<file path="config.mk">
export PLATFORM = sky130hd
export DESIGN_NAME = stopwatch_counter
export DESIGN_NICKNAME = d
export VERILOG_FILES = /design/src/rtl/stopwatch_pkg.sv /design/src/rtl/button_edge_sync.sv /design/src/rtl/stopwatch_counter.sv
export SDC_FILE = /design/constraint.sdc
export NUM_CORES = 1
export LEC_CHECK = 0
export BUFFER_PORTS_ARGS = -buffer_cell sky130_fd_sc_hd__clkbuf_2
export CORE_MARGIN = 1
export CORE_UTILIZATION = 40
export DETAILED_ROUTE_END_ITERATION = 8
export PLACE_DENSITY = 0.56
export SYNTH_ARGS = -nofsm -noshare
export SYNTH_HDL_FRONTEND = slang
export SYNTH_SLANG_ARGS = --single-unit
</file>
<file path="constraint.sdc">
create_clock -name clk -period 2.1 [get_ports clk]
set_clock_uncertainty 0.15 [all_clocks]
set_input_delay 0.105 -clock clk [delete_from_list [all_inputs] [get_ports clk]]
set_output_delay 0.105 -clock clk [all_outputs]
set_load 0.1 [all_outputs]
</file>
<file path="src/rtl/stopwatch_pkg.sv">
// stopwatch_pkg
//   Shared types and constants for the stopwatch time base: FSM state
//   encoding, button event encoding, counter widths and wrap limits, and the
//   packed H:MM:SS.mmm time record used for the live count and lap snapshot.
package stopwatch_pkg;

  typedef enum logic [1:0] {
    IDLE  = 2'd0,
    RUN   = 2'd1,
    PAUSE = 2'd2,
    LAP   = 2'd3
  } sw_state_e;

  // One event per cycle after priority resolution.
  typedef enum logic [1:0] {
    EV_NONE = 2'd0,
    EV_SS   = 2'd1,
    EV_LAP  = 2'd2,
    EV_CLR  = 2'd3
  } sw_event_e;

  localparam int HR_W  = 4;
  localparam int MIN_W = 6;
  localparam int SEC_W = 6;
  localparam int MS_W  = 10;

  localparam logic [MS_W-1:0]  MS_MAX   = 10'd999;
  localparam logic [SEC_W-1:0] SEC_MAX  = 6'd59;
  localparam logic [MIN_W-1:0] MIN_MAX  = 6'd59;
  localparam logic [HR_W-1:0]  HOUR_MAX = 4'd9;

  // Field order matches the display order so a packed compare reads naturally.
  typedef struct packed {
    logic [HR_W-1:0]  hr;
    logic [MIN_W-1:0] min;
    logic [SEC_W-1:0] sec;
    logic [MS_W-1:0]  ms;
  } sw_time_t;

  // start_stop beats lap beats clear; losers in the same cycle are dropped.
  function automatic sw_event_e sel_event(input logic ss, input logic lap,
                                          input logic clr);
    sw_event_e ev;
    ev = EV_NONE;
    if (ss)       ev = EV_SS;
    else if (lap) ev = EV_LAP;
    else if (clr) ev = EV_CLR;
    return ev;
  endfunction

endpackage

</file>
<file path="src/rtl/button_edge_sync.sv">
// button_edge_sync
//   Two-flop synchronizer for an asynchronous, externally debounced button,
//   followed by a rising-edge detector producing a single-cycle pulse.
//   Ports:
//     clk      - system clock
//     rst_n    - asynchronous active-low reset (all flops to 0)
//     i_btn    - raw button level, asynchronous to clk
//     o_pulse  - one-cycle pulse on each synchronized rising edge
module button_edge_sync (
  input  logic clk,
  input  logic rst_n,
  input  logic i_btn,
  output logic o_pulse
);

  logic r_meta;
  logic r_sync;
  logic r_prev;

  always_ff @(posedge clk or negedge rst_n) begin
    if (!rst_n) begin
      r_meta <= 1'b0;
      r_sync <= 1'b0;
      r_prev <= 1'b0;
    end else begin
      r_meta <= i_btn;
      r_sync <= r_meta;
      r_prev <= r_sync;
    end
  end

  // Button sampled at edge N -> r_sync high after N+1 -> pulse acted on at N+2.
  assign o_pulse = r_sync & ~r_prev;

endmodule

</file>
<file path="src/rtl/stopwatch_counter.sv">
// stopwatch_counter
//   1 ms time base plus H:MM:SS.mmm stopwatch with start/stop, lap and clear
//   buttons. Feeds the frame drawer with binary hours/minutes/seconds/ms.
//   Ports:
//     clk, rst_n                         - clock, async active-low reset
//     start_stop_btn, lap_btn, clear_btn - async, debounced, active-high
//     hours[3:0], minutes[5:0], seconds[5:0], milliseconds[9:0]
//                                        - live count, or lap snapshot in LAP
//     running     - state is RUN or LAP
//     lap_active  - state is LAP
//     overflow    - sticky, set when 9:59:59.999 wraps to zero
//   CLK_FREQ_HZ must be a multiple of 1000 and at least 1000.
module stopwatch_counter
  import stopwatch_pkg::*;
#(
  parameter int CLK_FREQ_HZ = 50_000_000
) (
  input  logic             clk,
  input  logic             rst_n,
  input  logic             start_stop_btn,
  input  logic             lap_btn,
  input  logic             clear_btn,
  output logic [HR_W-1:0]  hours,
  output logic [MIN_W-1:0] minutes,
  output logic [SEC_W-1:0] seconds,
  output logic [MS_W-1:0]  milliseconds,
  output logic             running,
  output logic             lap_active,
  output logic             overflow
);

  localparam int TICK_DIV = CLK_FREQ_HZ / 1000;
  localparam int PRE_W    = (TICK_DIV > 1) ? $clog2(TICK_DIV) : 1;
  localparam logic [PRE_W-1:0] PRE_LAST = PRE_W'(TICK_DIV - 1);
  localparam int NUM_BTN  = 3;

  // ---------------------------------------------------------------- buttons
  logic [NUM_BTN-1:0] w_btn_raw;
  logic [NUM_BTN-1:0] w_btn_pulse;

  assign w_btn_raw = {clear_btn, lap_btn, start_stop_btn};

  for (genvar g = 0; g < NUM_BTN; g++) begin : g_btn
    button_edge_sync u_sync (
      .clk     (clk),
      .rst_n   (rst_n),
      .i_btn   (w_btn_raw[g]),
      .o_pulse (w_btn_pulse[g])
    );
  end

  sw_event_e w_event;
  assign w_event = sel_event(w_btn_pulse[0], w_btn_pulse[1], w_btn_pulse[2]);

  // -------------------------------------------------------------------- FSM
  sw_state_e r_state;
  sw_state_e w_state_nxt;
  logic      w_clr;       // PAUSE -> IDLE: wipe everything
  logic      w_lap_load;  // RUN -> LAP: capture snapshot

  always_ff @(posedge clk or negedge rst_n) begin
    if (!rst_n) r_state <= IDLE;
    else        r_state <= w_state_nxt;
  end

  always_comb begin
    w_state_nxt = r_state;
    w_clr       = 1'b0;
    w_lap_load  = 1'b0;
    case (r_state)
      IDLE:  if (w_event == EV_SS) w_state_nxt = RUN;
      RUN: begin
        if (w_event == EV_SS) begin
          w_state_nxt = PAUSE;
        end else if (w_event == EV_LAP) begin
          w_state_nxt = LAP;
          w_lap_load  = 1'b1;
        end
      end
      LAP: begin
        if (w_event == EV_SS)       w_state_nxt = PAUSE;
        else if (w_event == EV_LAP) w_state_nxt = RUN;
      end
      PAUSE: begin
        if (w_event == EV_SS) begin
          w_state_nxt = RUN;
        end else if (w_event == EV_CLR) begin
          w_state_nxt = IDLE;
          w_clr       = 1'b1;
        end
      end
      default: w_state_nxt = IDLE;
    endcase
  end

  // -------------------------------------------------------------- prescaler
  logic             w_counting;
  logic             w_tick;
  logic [PRE_W-1:0] r_presc;

  assign w_counting = (r_state == RUN) || (r_state == LAP);
  assign w_tick     = w_counting && (r_presc == PRE_LAST);

  // Held (not cleared) in PAUSE so a partial millisecond survives a pause.
  always_ff @(posedge clk or negedge rst_n) begin
    if (!rst_n)                          r_presc <= '0;
    else if (w_clr || r_state == IDLE)   r_presc <= '0;
    else if (w_tick)                     r_presc <= '0;
    else if (w_counting)                 r_presc <= r_presc + PRE_W'(1);
  end

  // ---------------------------------------------------------------- cascade
  sw_time_t r_live;
  sw_time_t w_live_nxt;
  logic     w_wrap;

  always_comb begin
    w_live_nxt = r_live;
    w_wrap     = 1'b0;
    if (r_live.ms != MS_MAX) begin
      w_live_nxt.ms = r_live.ms + 1'b1;
    end else begin
      w_live_nxt.ms = '0;
      if (r_live.sec != SEC_MAX) begin
        w_live_nxt.sec = r_live.sec + 1'b1;
      end else begin
        w_live_nxt.sec = '0;
        if (r_live.min != MIN_MAX) begin
          w_live_nxt.min = r_live.min + 1'b1;
        end else begin
          w_live_nxt.min = '0;
          if (r_live.hr != HOUR_MAX) begin
            w_live_nxt.hr = r_live.hr + 1'b1;
          end else begin
            w_live_nxt.hr = '0;
            w_wrap        = 1'b1;
          end
        end
      end
    end
  end

  always_ff @(posedge clk or negedge rst_n) begin
    if (!rst_n)      r_live <= '0;
    else if (w_clr)  r_live <= '0;
    else if (w_tick) r_live <= w_live_nxt;
  end

  logic r_overflow;

  always_ff @(posedge clk or negedge rst_n) begin
    if (!rst_n)                r_overflow <= 1'b0;
    else if (w_clr)            r_overflow <= 1'b0;
    else if (w_tick && w_wrap) r_overflow <= 1'b1;
  end

  // --------------------------------------------------------------- snapshot
  // Takes r_live as registered before the LAP-entry edge, so a coincident
  // tick is not included in the snapshot.
  sw_time_t r_snap;

  always_ff @(posedge clk or negedge rst_n) begin
    if (!rst_n)          r_snap <= '0;
    else if (w_clr)      r_snap <= '0;
    else if (w_lap_load) r_snap <= r_live;
  end

  // ----------------------------------------------------------------- output
  sw_time_t w_disp;

  assign w_disp       = (r_state == LAP) ? r_snap : r_live;
  assign hours        = w_disp.hr;
  assign minutes      = w_disp.min;
  assign seconds      = w_disp.sec;
  assign milliseconds = w_disp.ms;
  assign running      = w_counting;
  assign lap_active   = (r_state == LAP);
  assign overflow     = r_overflow;

endmodule

</file>
==> run_results.csv <==
group,metric,value,unit
grt,antenna_found_initial,0,
logic_synthesis,ys_ff_latch,80,
logic_synthesis,synth_top_cell_area_share,48.7,%
critical_path,critical_path_class,"register to register",
route,avgRoutedWirePerCell,15.5,microns
clocking,cts_tree,"done",
logic_synthesis,synth-compound-area-share,16.6,%
critical_path,crit_buf_inv,1,
route,drtIter0Drc,192,
floorplanning,io_pins,34,
timing,tightest_slew,0.552,ns
floorplanning,initial_core_util,41.7,%
timing,final_hold_viol_count,0,
logic_synthesis,syn_inst,424,
critical_path,r2r-start,"r_presc[7]",
clocking,htreeDepth,3,
grt,grt.overflow.total,0,
logic_synthesis,yosys.area.top_type,"dfrtp_1",
route,vias,3600,
critical_path,worst_setup_path_start_kind,"register",
logic_synthesis,yosysWarnings,0,
logic_synthesis,yosys_most_used_dff,"dfrtp_1",
floorplanning,die_y,103,microns
cells_and_area,areaGrowthSynthToFinish,39.6,%
grt,grt_max_degree,50,
critical_path,slowest_stage,"or4_4",
grt,grt-busiest-layer,"met2",
timing,slew_viol_final,0,
placement,port_buffers,33,
critical_path,crit_arrival,2.40,ns
grt,grt_pass1_vias,3514,
route,antenna_left,0,
logic_synthesis,syn-num-nets,435,
cells_and_area,insertedDiodeCount,0,
critical_path,slowest_delay,0.54,ns
timing,period_share,110,%
critical_path,cpLargestDelayFamily,"simple AND/OR/NAND/NOR gates",
timing,rsz0062_at_grt,"true",
logic_synthesis,synth-async-reset-ratio,100,%
cells_and_area,post-route-util,58.2,%
floorplanning,dieWidth,103,microns
clocking,cts_root_buf,"clkbuf_8",
critical_path,crit_path_end_kind,"register",
logic_synthesis,synthSimpleGateAreaFrac,22.0,%
logic_synthesis,synthDistinctLibCells,53,
route,avgViaCountPerCell,5.49,
run_status,outcome,"finished with violations",
route,wl,10200,microns
cells_and_area,nets,529,
critical_path,cp.required,2.18,ns
clocking,cts_buffers,9,
clocking,clkTransAtPathRegs,0.08,ns
timing,fin_ws,-0.220,ns
critical_path,cp_cell_sequence,"or4_4 -> or3_4 -> buf_12 -> o21ai_4 -> o21ai_1 -> a21o_1",
grt,grtUsageTotal,21.0,%
placement,gp_congestion,0.913,
flow_run,drv_cap,0,
floorplanning,core.rowCount,36,
grt,grt_pass1_wl,17100,microns
timing,timing.fmax,431,MHz
logic_synthesis,synthAdderAreaFrac,1.83,%
timing,max-slew-margin-rel,63.1,%
placement,dp_hpwl,6770,microns
timing,period_needed,2.32,ns
logic_synthesis,synthMuxAreaShare,7.30,%
logic_synthesis,synth_common_cells,"dfrtp_1 (80), nand2_1 (63), a21oi_1 (35), mux2_2 (24), nand3_1 (24)",
power,total_power,0.00402,W
clocking,clock_sinks,80,
logic_synthesis,yosysSeqAreaShare,48.7,%
grt,use_met3,4.50,%
timing,finalSetupViolations,34,
critical_path,crit_fanout,8,
logic_synthesis,synth_top_family_by_area,"simple AND/OR/NAND/NOR gates",
clocking,worst_skew_pair.late_latency,0.34,ns
floorplanning,dieArea,0.0107,sq mm
timing,tns,-3.64,ns
power,p_per_area,701,mW/mm^2
route,drt-pass1-iter-count,4,
run_status,violations,"setup timing",
logic_synthesis,synth.avg_cell_area,9.70,sq um
grt,use_met2,34.6,%
critical_path,crit_start,"r_presc[7]",
clocking,clk_path_buf_depth,2,
logic_synthesis,synth.area.top_cells,"dfrtp_1 (49%), mux2_2 (6.6%), nand2_1 (5.7%)",
logic_synthesis,synth_edf_count,0,
floorplanning,core_area,0.00986,sq mm
worst_hold_path,worstHoldPathType,"input port to asynchronous set/reset pin",
logic_synthesis,yosysMostFrequentCell,"dfrtp_1",
power,p_leak,2.58,nW
grt,grtUsageMet1,27.0,%
logic_synthesis,synth-xor-area-share,0.852,%
power,vdd_drop_max,0.000569,V
route,post-route-drc-count,0,
logic_synthesis,netlist_area,0.00411,sq mm
cells_and_area,drive_above_1_share,33.1,%
[repair_timing]
| action | 4_1_cts | 5_1_grt |
|---|---|---|
| hold endpoints to repair | 83 | 0 |
| pin swaps | 10 | 15 |
| resized for setup | 14 | 14 |
| setup endpoints to repair | 55 | 51 |
| gates cloned | 1 | 0 |
| hold buffers | 4 | 0 |
| setup buffers | 3 | 7 |
[worst paths after layout]
kind / end / slack (ns) / cells past startpoint
min: r_snap[7] / 0.08 / 2
min in group clk: g_btn[0].u_sync.r_sync / 0.21 / 0
min reg2reg: g_btn[0].u_sync.r_sync / 0.21 / 0
max: r_presc[3] / -0.22 / 6
max reg2reg: r_presc[3] / -0.22 / 6
max in group asynchronous: r_live[12] / 1.10 / 3
[cell type report]
type                       count  area, sq um
clock buffer                  11          141
timing repair buffer         106         1220
tap                          133          166
multi-input combinational    317         2120
inverter                       4         15.0
sequential                    80         2000
fill                         837         4120
clock inverter                 5         80.1
[sequential cells by signal (all words and copies together), names as in the netlist]
name / flops
r_snap: 26
r_live: 26
r_state: 2
g_btn.u_sync.r_sync: 3
r_presc: 16
g_btn.u_sync.r_meta: 3
g_btn.u_sync.r_prev: 3
overflow: 1
[routing by layer]
metal  up-vias  part of all wire [%]  wire (microns)
met4         0                   2.0             200
met2        81                    49            4970
met1      1762                    46            4650
li1       1739                     -               -
met3        18                   3.4             350
met5         -                     0               0
[stage by stage]
stage | setup slack (ns) | std cells | area (sq um) | hold slack, ns
6_report | -0.220 | 656 | 5740 | 0.0849
3_5_place_dp | -0.175 | 625 | 5270 | -0.0780
2_1_floorplan | -0.178 | 424 | 4160 | -0.341
5_1_grt | -0.304 | 656 | 5740 | 0.122
3_3_place_gp | -0.146 | 625 | 5270 | -0.0794
4_1_cts | -0.140 | 649 | 5620 | 0.0845
[where the power goes]
group          switching, W  internal [W]  total [W]
sequential        0.0000429       0.00160    0.00164
clock              0.000563      0.000701    0.00126
combinational      0.000684      0.000434    0.00112
[placed cells by master (no fill, tap or decap), types with 3 or more instances in the layout]
| cell | count |
|---|---|
| o31ai_1 | 4 |
| o21ai_0 | 10 |
| a31oi_1 | 12 |
| xnor2_1 | 3 |
| inv_1 | 4 |
| mux2i_1 | 3 |
| or4_1 | 3 |
| or2_2 | 3 |
| dfrtp_1 | 80 |
| nor3_4 | 4 |
| mux2_2 | 24 |
| and3_1 | 4 |
| a21oi_1 | 33 |
| nand2b_1 | 5 |
| nor2_1 | 20 |
| o21ai_2 | 3 |
| or3_1 | 6 |
| buf_4 | 62 |
| o211ai_1 | 4 |
| nand2_1 | 63 |
| nand3_1 | 23 |
| a22o_1 | 16 |
| clkbuf_2 | 5 |
| nand4_1 | 5 |
| ha_1 | 6 |
| o21ai_1 | 5 |
| clkbuf_8 | 10 |
| nor3_1 | 5 |
| and2_1 | 4 |
| buf_12 | 31 |
| a41oi_1 | 3 |
| dlygate4sd3_1 | 4 |
| a21o_1 | 3 |
| nor2b_1 | 5 |
[cell families (layout without fill, tap and decap cells)]
logic type / after synthesis / count (layout)
xor+xnor: 4 / 4
flops: 80 / 80
mux: 27 / 27
fa+ha+maj: 6 / 6
simple gates: 174 / 174
compound gates: 106 / 106
buf+inv: 27 / 126
(Power assumes the default switching activity.)
